**config.mk**
```make
export PLATFORM = sky130hd
export DESIGN_NAME = spi_cmd_decoder
export DESIGN_NICKNAME = d
export VERILOG_FILES = /design/src/rtl/spi_cmd_decoder.sv
export SDC_FILE = /design/constraint.sdc
export NUM_CORES = 1
export LEC_CHECK = 0
export ABC_AREA = 1
export CAP_MARGIN = 10
export CORE_ASPECT_RATIO = 1.75
export CORE_UTILIZATION = 45
export DETAILED_ROUTE_END_ITERATION = 8
export DONT_BUFFER_PORTS = 1
export GPL_TIMING_DRIVEN = 0
export HOLD_SLACK_MARGIN = 0.1
export PLACE_DENSITY = 0.68
export SYNTH_ARGS = -nofsm -noshare
export SYNTH_HDL_FRONTEND = slang
export SYNTH_SLANG_ARGS = --single-unit
export TNS_END_PERCENT = 30
```
**constraint.sdc**
```tcl
create_clock -name clk -period 0.95 [get_ports clk]
set_input_delay 0.0475 -clock clk [delete_from_list [all_inputs] [get_ports clk]]
set_output_delay 0.0475 -clock clk [all_outputs]
set_load 0.01 [all_outputs]
```
**src/rtl/spi_cmd_decoder.sv**
```systemverilog
// SPI command layer: turns 2-byte frames from the byte bridge into register read/write strobes.
// Optional AUTO_INC_EN: burst frames with an auto-incrementing address until cs_n deasserts.
module spi_cmd_decoder #(
    parameter int ADDR_W = 7
) (
    input  logic              clk,
    input  logic              rst,
    input  logic              cs_n,
    input  logic              byte_sync,
    input  logic [7:0]        data_in,
    output logic [7:0]        data_out,
    output logic              read,
    output logic              write,
    output logic [ADDR_W-1:0] addr,
    input  logic [7:0]        data_read,
    output logic [7:0]        data_write
);

    typedef enum logic [0:0] {
        IDLE = 1'b0,
        DATA = 1'b1
    } state_t;

    state_t            r_state, w_state_next;
    logic              r_cs_meta, r_cs_sync;
    logic              r_rw, w_rw_next;
    logic [ADDR_W-1:0] r_addr, w_addr_next;
    logic              r_read, w_read_next;
    logic              r_write, w_write_next;
    logic [7:0]        r_data_write, w_data_write_next;
    logic [7:0]        r_data_out, w_data_out_next;

`ifdef AUTO_INC_EN
    // Write bursts use the command address for the first data byte, then increment.
    logic              r_first, w_first_next;
    logic [ADDR_W-1:0] w_addr_inc;
    assign w_addr_inc = r_addr + ADDR_W'(1);
`endif

    always_comb begin
        w_state_next      = r_state;
        w_rw_next         = r_rw;
        w_addr_next       = r_addr;
        w_read_next       = 1'b0;
        w_write_next      = 1'b0;
        w_data_write_next = r_data_write;
        w_data_out_next   = r_data_out;
`ifdef AUTO_INC_EN
        w_first_next      = r_first;
`endif
        if (r_read) begin
            w_data_out_next = data_read;
        end

        if (r_cs_sync) begin
            w_state_next    = IDLE;
            w_data_out_next = 8'h00;
        end else if (byte_sync) begin
            case (r_state)
                IDLE: begin
                    w_rw_next    = data_in[7];
                    w_addr_next  = data_in[ADDR_W-1:0];
                    w_state_next = DATA;
`ifdef AUTO_INC_EN
                    w_first_next = 1'b1;
`endif
                    if (data_in[7]) begin
                        w_data_out_next = 8'h00;
                    end else begin
                        w_read_next = 1'b1;
                    end
                end
                DATA: begin
`ifdef AUTO_INC_EN
                    w_first_next = 1'b0;
                    if (r_rw) begin
                        w_write_next      = 1'b1;
                        w_data_write_next = data_in;
                        if (!r_first) begin
                            w_addr_next = w_addr_inc;
                        end
                    end else begin
                        w_read_next = 1'b1;
                        w_addr_next = w_addr_inc;
                    end
`else
                    if (r_rw) begin
                        w_write_next      = 1'b1;
                        w_data_write_next = data_in;
                    end
                    w_state_next = IDLE;
`endif
                end
                default: w_state_next = IDLE;
            endcase
        end
    end

    always_ff @(posedge clk) begin
        if (rst) begin
            r_state      <= IDLE;
            r_cs_meta    <= 1'b1;
            r_cs_sync    <= 1'b1;
            r_rw         <= 1'b0;
            r_addr       <= '0;
            r_read       <= 1'b0;
            r_write      <= 1'b0;
            r_data_write <= 8'h00;
            r_data_out   <= 8'h00;
`ifdef AUTO_INC_EN
            r_first      <= 1'b0;
`endif
        end else begin
            r_state      <= w_state_next;
            r_cs_meta    <= cs_n;
            r_cs_sync    <= r_cs_meta;
            r_rw         <= w_rw_next;
            r_addr       <= w_addr_next;
            r_read       <= w_read_next;
            r_write      <= w_write_next;
            r_data_write <= w_data_write_next;
            r_data_out   <= w_data_out_next;
`ifdef AUTO_INC_EN
            r_first      <= w_first_next;
`endif
        end
    end

    assign read       = r_read;
    assign write      = r_write;
    assign addr       = r_addr;
    assign data_write = r_data_write;
    assign data_out   = r_data_out;

endmodule

```
==> flow_metrics.env, run 1 <==
export IMPL_top_layer="met4"
export IMPL_via_per_inst=4.85
export IMPL_syn_nets=169
export IMPL_grt_overflow=0
export IMPL_clk_pin_slew_ns=0.06
export IMPL_place_congestion=0.819
export IMPL_wl_met1_um=817
export IMPL_antenna_cells=0
export IMPL_drtIter0Drc=12
export IMPL_drtAntennaViolNets=0
export IMPL_yosys_warnings=0
export IMPL_rr_endpoint="data_out[5]$_SDFF_PP0_"
export IMPL_fp_dieW_um=40.0
export IMPL_powerDensity_nw_per_um2=1540
export IMPL_wl_per_cell_um=11.9
export IMPL_first_global_vias=935
export IMPL_start_util_pct=48.7
export IMPL_wl_met2_mm=1.38
export IMPL_synth_edf_count=0
export IMPL_core_area_um2=2330
export IMPL_cp_start_kind="flip-flop"
export IMPL_layout_setup_ws_ns=-0.0626
export IMPL_crit_path_max_fanout=3
export IMPL_holdCritPathClass="in -> reg"
export IMPL_grt_max_degree=11
export IMPL_cts_max_path_buffers=2
export IMPL_via_count=1000
export IMPL_peakVddDrop_mv=1.30
export IMPL_syn_area_um2=1130
export IMPL_clkLatencyLatePin_ns=0.28
export IMPL_finalHoldViolCount=0
export IMPL_clock_fmax_mhz=988
export IMPL_netlist_cell_type_count=19
export IMPL_preCtsSetupSlack_ns=-0.0707
export IMPL_critPathCaptureType="flip-flop"
export IMPL_rsz0062_at_grt="true"
export IMPL_totalWireLength_mm=2.45
export IMPL_firstDrtPassIters=4
export IMPL_drive_above_1_share_pct=19.9
export IMPL_portBuffers=0
export IMPL_antenna_found_initial=0
export IMPL_p_leak_nw=0.634
export IMPL_cts_buffers=5
export IMPL_grt_use_total_pct=20.6
export IMPL_syn_to_final_growth_pct=36.3
export IMPL_drv_slew=0
export IMPL_max_slew_margin_pct=85.2
export IMPL_dp_final_hpwl_mm=1.56
export IMPL_finClkSkew_ns=0.00562
export IMPL_final_setup_viol_count=8
export IMPL_critPathKind="reg -> reg"
export IMPL_rows=23
export IMPL_timing_final_crit_period_ns=1.01
export IMPL_synthCells=149
export IMPL_tightest_slew_ns=0.222
export IMPL_r2r_slack_ns=-0.06
export IMPL_outcome="complete, but fails checks"
export IMPL_final_nets=200
export IMPL_finalSetupTns_ns=-0.208
export IMPL_drc=0
export IMPL_cts_tree="yes"
export IMPL_synth_seq_cells=29
export IMPL_required_ns=1.11
export IMPL_synth_flop_cell="dfxtp_1"
export IMPL_r2r_start="read$_SDFF_PP0_"
export IMPL_htreeDepth=2
export IMPL_r2r_worst_path_cells=5
export IMPL_violations="negative setup slack"
export IMPL_synth_avg_cell_area_um2=7.62
export IMPL_route_met3_wl_um=195
export IMPL_period_share_pct=107
export IMPL_grt_pass1_wl_mm=3.70
export IMPL_max_cap_violations=0
export IMPL_root_buffer="clkbuf_8"
export IMPL_critPathLaunch="read$_SDFF_PP0_"
export IMPL_ios=45
export IMPL_endpoint="data_out[5]$_SDFF_PP0_"
export IMPL_crit_arrival_ns=1.17
export IMPL_cts_sinks=29
export IMPL_die_h_um=68.4
export IMPL_postSynth_asyncResetShare_pct=0
export IMPL_synth_seq_area_share_pct=51.2
export IMPL_die_area_um2=2730
Yosys cell counts, types with 2 or more instances:
cell	count	area share, %
a21boi_0	7	4.6
nand3_1	16	7.1
inv_1	11	3.6
nor2_4	2	2.0
buf_2	2	0.88
nand2_1	26	8.6
inv_2	2	0.66
nor2_2	2	1.1
dfxtp_1	29	51
or2_2	3	1.7
nor2_1	41	14
worst min-delay path by stage:
stage          startpoint                   end  depth (start not counted)
2_1_floorplan         rst       read$_SDFF_PP0_                          1
3_3_place_gp          rst       read$_SDFF_PP0_                          1
3_5_place_dp          rst       read$_SDFF_PP0_                          1
4_1_cts         byte_sync  addr[5]$_SDFFE_PP0P_                          4
5_1_grt         byte_sync  r_state$_SDFFE_PP0P_                          3
6_report        byte_sync  r_state$_SDFFE_PP0P_                          3
critical path: stages, from the launching register on:
cell,delay [ns]
dfxtp_4,0.36
buf_6,0.12
buf_4,0.14
nand2_1,0.07
a21boi_2,0.16
nor2_1,0.05
per-stage QoR:
step	total power [mW]	hold WS (ns)	cell area, µm²	utilization (%)	cells
2_1_floorplan	1.36	0.112	1140	-	149
3_3_place_gp	1.38	0.117	1170	50.3	174
3_5_place_dp	1.38	0.119	1170	50.3	174
4_1_cts	2.41	0.114	1500	64.4	205
5_1_grt	2.50	0.137	1550	66.3	206
6_report	2.38	0.129	1550	66.3	206
kinds of logic (layout without fill, tap and decap cells):
family / Yosys count / in the layout / synth area share [%]
compound gates: 10 / 10 / 7.17
buf+inv: 17 / 49 / 6.17
flops: 29 / 29 / 51.2
simple gates: 93 / 93 / 35.5
routing by layer:
metal  up-vias  track usage, %
met5         -               0
met4         0            11.2
met3         6            10.1
met2        39            37.1
met1       431            16.7
li1        524               -
cells in the final DEF (no fill, tap or decap):
cell type      instances
nor2_2                 1
or2_0                  1
buf_6                  1
buf_2                  2
a21boi_2               4
nand3_1               16
clkbuf_8               5
inv_2                  2
dfxtp_4                3
buf_4                  2
o21ai_1                1
inv_1                  9
clkbuf_1               1
o21bai_4               1
or2_2                  2
nand2_2                2
nand2_1               24
nor3_1                 1
nor2_1                40
a21boi_1               3
a21oi_1                1
inv_4                  1
dfxtp_1               25
clkinv_2               2
nand2_4                1
nor2_4                 4
clkinvlp_4             1
or2_4                  1
clkinv_1               1
dfxtp_2                1
dlygate4sd3_1         22
timing repair:
item | in CTS | in global routing
hold buffers | 22 | 0
pin swaps | 2 | 4
hold endpoints to repair | 27 | 0
endpoints found under the setup margin | 25 | 24
resized for setup | 9 | 18
setup buffers | 0 | 1
gates cloned | 1 | 0
final cells by class:
| cell class | count | area (µm²) |
|---|---|---|
| Clock buffer | 6 | 72.6 |
| Sequential cell | 29 | 593 |
| Tap cell | 25 | 31.3 |
| Multi-Input combinational cell | 103 | 524 |
| Clock inverter | 2 | 10.0 |
| Inverter | 14 | 58.8 |
| Buffer | 3 | 23.8 |
| Fill cell | 187 | 785 |
| Timing Repair Buffer | 24 | 233 |
report_power, final:
| group | internal (mW) | switching (mW) |
|---|---|---|
| registers | 1.23 | 0.0207 |
| clock network | 0.505 | 0.438 |
| logic | 0.0988 | 0.0861 |
| total | 1.83 | 0.545 |
Note: power is estimated with default switching activity, not from simulation.
==> run 2, diff against run 1 <==
- SKIP_CTS_REPAIR_TIMING: not set -> 1
==> flow_metrics.env, run 2 (synthesized netlist as in run 1, its figures left out) <==
export IMPL_timing_final_crit_period_ns=1.01
export IMPL_max_slew_margin_pct=85.2
export IMPL_holdCritPathClass="in -> reg"
export IMPL_die_h_um=68.4
export IMPL_grt_overflow=0
export IMPL_start_util_pct=48.7
export IMPL_antenna_found_initial=0
export IMPL_clkLatencyLatePin_ns=0.28
export IMPL_finClkSkew_ns=0.00514
export IMPL_cts_sinks=29
export IMPL_htreeDepth=2
export IMPL_dp_final_hpwl_mm=1.56
export IMPL_critical_path_max_stage_delay_ns=0.36
export IMPL_internal_power_mw=1.83
export IMPL_crit_path_max_fanout=9
export IMPL_cp_start_kind="flip-flop"
export IMPL_worst_path_max_delay_cell="dfxtp_4"
export IMPL_seqCellArea_um2=593
export IMPL_tightest_slew_ns=0.221
export IMPL_clock_fmax_mhz=988
export IMPL_final_common_cell="nor2_1"
export IMPL_peakVddDrop_mv=1.32
export IMPL_drv_slew=0
export IMPL_total_power_mw=2.38
export IMPL_final_nets=197
export IMPL_fp_dieW_um=40.0
export IMPL_critPathCaptureType="flip-flop"
export IMPL_die_area_um2=2730
export IMPL_holdWs_ns=-0.172
export IMPL_p_switching_mw=0.546
export IMPL_grt_pass1_wl_mm=3.23
export IMPL_finalHoldViolCount=4
export IMPL_via_per_inst=4.88
export IMPL_outcome="complete, but fails checks"
export IMPL_final_setup_viol_count=2
export IMPL_multi_input_area_um2=534
export IMPL_violations="negative hold slack, negative setup slack"
export IMPL_syn_to_final_growth_pct=35.3
export IMPL_root_buffer="clkbuf_8"
export IMPL_rsz0062_at_grt="true"
export IMPL_place_congestion=0.819
export IMPL_drtIter0Drc=9
export IMPL_period_share_pct=107
export IMPL_grt_use_total_pct=17.9
export IMPL_ios=45
export IMPL_utilization_pct=65.9
export IMPL_dpl_cell_area_um2=1170
export IMPL_layout_setup_ws_ns=-0.0624
export IMPL_required_ns=1.11
export IMPL_via_count=990
export IMPL_portBuffers=0
export IMPL_swShare_pct=23.0
export IMPL_first_global_vias=774
export IMPL_firstDrtPassIters=4
export IMPL_core_area_um2=2330
export IMPL_wl_per_cell_um=11.9
export IMPL_stdcell_area_um2=1540
export IMPL_drive_above_1_share_pct=20.2
export IMPL_drc=0
export IMPL_p_clk_share_pct=39.7
export IMPL_path_cells="buf_6 -> or2_2 -> o21ai_1 -> nor2_1"
export IMPL_rows=23
export IMPL_max_cap_violations=0
export IMPL_totalWireLength_mm=2.41
export IMPL_clk_pin_slew_ns=0.06
export IMPL_antenna_cells=0
export IMPL_drtAntennaViolNets=0
export IMPL_cts_buffers=5
export IMPL_cts_tree="yes"
export IMPL_crit_arrival_ns=1.18
export IMPL_most_common_layout_cells="38 x nor2_1, 25 x dfxtp_1, 23 x nand2_1"
export IMPL_powerDensity_nw_per_um2=1550
export IMPL_seqPwrFrac_pct=52.7
export IMPL_p_leak_nw=0.632
export IMPL_n_fill_cell=199
export IMPL_critPathKind="reg -> reg"
export IMPL_cts_max_path_buffers=2
export IMPL_p_comb_share_pct=7.6
export IMPL_grt_max_degree=11
[run 2: per-layer routing]
layer  share of wire, %  up-vias  global-route usage [%]
li1                   -      517                       -
met1                 34      426                    16.4
met2                 55       41                    29.2
met3                8.4        6                    10.1
met4                2.2        0                    10.3
met5                  0        -                       0
[run 2: cell type report]
| class | count | share of cell area [%] |
|---|---|---|
| buffer | 3 | 1.55 |
| sequential | 29 | 38.6 |
| clock inverter | 2 | 0.652 |
| multi-input combinational | 103 | 34.8 |
| tap | 25 | 2.04 |
| inverter | 14 | 3.91 |
| clock buffer | 6 | 4.73 |
| timing repair buffer | 21 | 13.7 |
[run 2: worst max-delay path, delay by kind of cell, from the launching register on]
| kind | cells | cell delay, ns |
|---|---|---|
| buffers and inverters | 1 | 0.13 |
| AO/OA/AOI/OAI | 1 | 0.07 |
| AND/OR/NAND/NOR | 2 | 0.34 |
| flip-flops | 1 | 0.36 |
[run 2: power by group through the flow]
stage / clock network [mW] / registers (mW) / logic, mW
6_report: 0.942 / 1.25 / 0.182
5_1_grt: 1.03 / 1.25 / 0.203
4_1_cts: 0.982 / 1.25 / 0.103
3_5_place_dp: 0 / 1.28 / 0.102
3_3_place_gp: 0 / 1.28 / 0.0997
2_1_floorplan: 0 / 1.28 / 0.0849
[run 2: final timing paths]
| kind | from | end | slack (ns) | cells after the start |
|---|---|---|---|---|
| hold / removal | rst | read$_SDFF_PP0_ | -0.17 | 1 |
| setup reg to reg | read$_SDFF_PP0_ | data_out[6]$_SDFF_PP0_ | -0.06 | 4 |
| setup / recovery | read$_SDFF_PP0_ | data_out[6]$_SDFF_PP0_ | -0.06 | 4 |
| hold reg to reg | r_cs_meta$_SDFF_PP1_ | r_cs_sync$_SDFF_PP1_ | 0.42 | 1 |
[run 2: metrics by stage]
stage	TNS, ns	setup slack [ns]	cells
detailed placement	-0.494	-0.0707	174
CTS	-0.751	-0.0812	182
global placement	-0.231	-0.0612	174
global route	-1.21	-0.112	203
finish	-0.0638	-0.0624	203
floorplan	0	0.000415	149
==> run 3, diff against run 2 <==
- SETUP_SLACK_MARGIN: not set -> 0.02
==> flow_metrics.env, run 3 (synthesized netlist as in run 1, its figures left out) <==
export IMPL_totalWireLength_mm=2.58
export IMPL_via_count=992
export IMPL_first_global_vias=836
export IMPL_cp_start_kind="flip-flop"
export IMPL_drc=0
export IMPL_p_leak_nw=0.626
export IMPL_max_cap_violations=0
export IMPL_die_area_um2=2730
export IMPL_seqPwrFrac_pct=51.8
export IMPL_drtAntennaViolNets=0
export IMPL_total_power_mw=2.42
export IMPL_holdCritPathClass="in -> reg"
export IMPL_grt_overflow=0
export IMPL_path_cells="buf_6 -> inv_1 -> a21boi_0 -> nor2_1"
export IMPL_rsz0062_at_grt="true"
export IMPL_p_clk_share_pct=40.6
export IMPL_antenna_cells=0
export IMPL_max_slew_margin_pct=84.8
export IMPL_die_h_um=68.4
export IMPL_cts_buffers=5
export IMPL_critical_path_max_stage_delay_ns=0.36
export IMPL_htreeDepth=2
export IMPL_clkLatencyLatePin_ns=0.27
export IMPL_wl_met2_mm=1.44
export IMPL_via_per_inst=4.94
export IMPL_utilization_pct=65.7
export IMPL_place_congestion=0.826
export IMPL_internal_power_mw=1.90
export IMPL_dp_final_hpwl_mm=1.66
export IMPL_final_setup_viol_count=7
export IMPL_critPathKind="reg -> reg"
export IMPL_stdcell_area_um2=1530
export IMPL_drive_above_1_share_pct=21.0
export IMPL_cts_tree="yes"
export IMPL_syn_to_final_growth_pct=35.0
export IMPL_most_common_layout_cells="38 x nor2_1, 25 x dfxtp_1, 22 x nand2_1"
export IMPL_peakVddDrop_mv=1.19
export IMPL_path_buf_inv=2
export IMPL_rows=23
export IMPL_core_area_um2=2330
export IMPL_drtIter0Drc=20
export IMPL_firstDrtPassIters=4
export IMPL_worst_path_max_delay_cell="dfxtp_2"
export IMPL_clock_fmax_mhz=979
export IMPL_finalHoldViolCount=0
export IMPL_final_common_cell="nor2_1"
export IMPL_preCtsSetupSlack_ns=-0.0944
export IMPL_root_buffer="clkbuf_8"
export IMPL_wl_per_cell_um=12.8
export IMPL_grt_max_degree=11
export IMPL_route_met3_wl_um=156
export IMPL_period_share_pct=107
export IMPL_finalSetupTns_ns=-0.194
export IMPL_tightest_slew_ns=0.227
export IMPL_drv_slew=0
export IMPL_cts_sinks=29
export IMPL_timing_final_crit_period_ns=1.02
export IMPL_p_comb_share_pct=7.6
export IMPL_fp_dieW_um=40.0
export IMPL_finClkSkew_ns=0.00552
export IMPL_start_util_pct=48.7
export IMPL_grt_pass1_wl_mm=3.36
export IMPL_ios=45
export IMPL_n_fill_cell=189
export IMPL_final_nets=196
export IMPL_violations="negative setup slack"
export IMPL_required_ns=1.11
export IMPL_dpl_cell_area_um2=1180
export IMPL_top_layer="met4"
export IMPL_antenna_found_initial=0
export IMPL_crit_path_max_fanout=9
export IMPL_portBuffers=0
export IMPL_grt_use_total_pct=18.1
export IMPL_crit_family="flip-flops"
export IMPL_wl_met1_um=906
export IMPL_cts_max_path_buffers=2
export IMPL_powerDensity_nw_per_um2=1580
export IMPL_clk_pin_slew_ns=0.06
export IMPL_critPathCaptureType="flip-flop"
export IMPL_crit_arrival_ns=1.18
export IMPL_layout_setup_ws_ns=-0.0710
export IMPL_p_switching_mw=0.521
export IMPL_outcome="complete, but fails checks"
export IMPL_swShare_pct=21.6
## run 3: worst paths after layout
path	end	cells after the start	slack, ns	start
worst max register to register	data_out[2]$_SDFF_PP0_	4	-0.07	read$_SDFF_PP0_
worst max-delay path	data_out[2]$_SDFF_PP0_	4	-0.07	read$_SDFF_PP0_
worst min-delay path	addr[3]$_SDFFE_PP0P_	3	0.07	rst
worst min register to register	r_cs_sync$_SDFF_PP1_	1	0.41	r_cs_meta$_SDFF_PP1_
## run 3: cell type report
cell class	count	area, µm²	share of cell area, %
Clock buffer	7	86.3	5.64
Timing Repair Buffer	20	198	12.9
Inverter	14	60.1	3.92
Multi-Input combinational cell	103	539	35.2
Buffer	3	23.8	1.55
Sequential cell	29	593	38.7
Tap cell	25	31.3	2.04
## run 3: layer usage
metal | vias up | global-route usage [%]
met4 | 0 | 11.6
met5 | - | 0
met3 | 7 | 8.44
li1 | 516 | -
met1 | 432 | 15.4
met2 | 37 | 31.5
## run 3: power groups by stage
stage               clock (mW)  combinational [mW]  sequential, mW
global route              1.06               0.205            1.25
floorplan                    0              0.0852            1.28
CTS                       1.01               0.102            1.25
detailed placement           0               0.102            1.28
global placement             0              0.0997            1.28
finish                   0.982               0.184            1.25
## run 3: metrics by stage
step | hold slack, ns | cells
after floorplan | 0.112 | 149
after global placement | 0.117 | 174
after detailed placement | 0.117 | 174
after CTS | -0.174 | 181
after global routing | 0.112 | 201
final | 0.0734 | 201
## run 3: worst register-to-register path, delay by kind of cell, from the launching register on
kind | cells | cell delay [ns]
buf+inv | 2 | 0.26
flops | 1 | 0.36
simple gates | 1 | 0.07
compound gates | 1 | 0.21
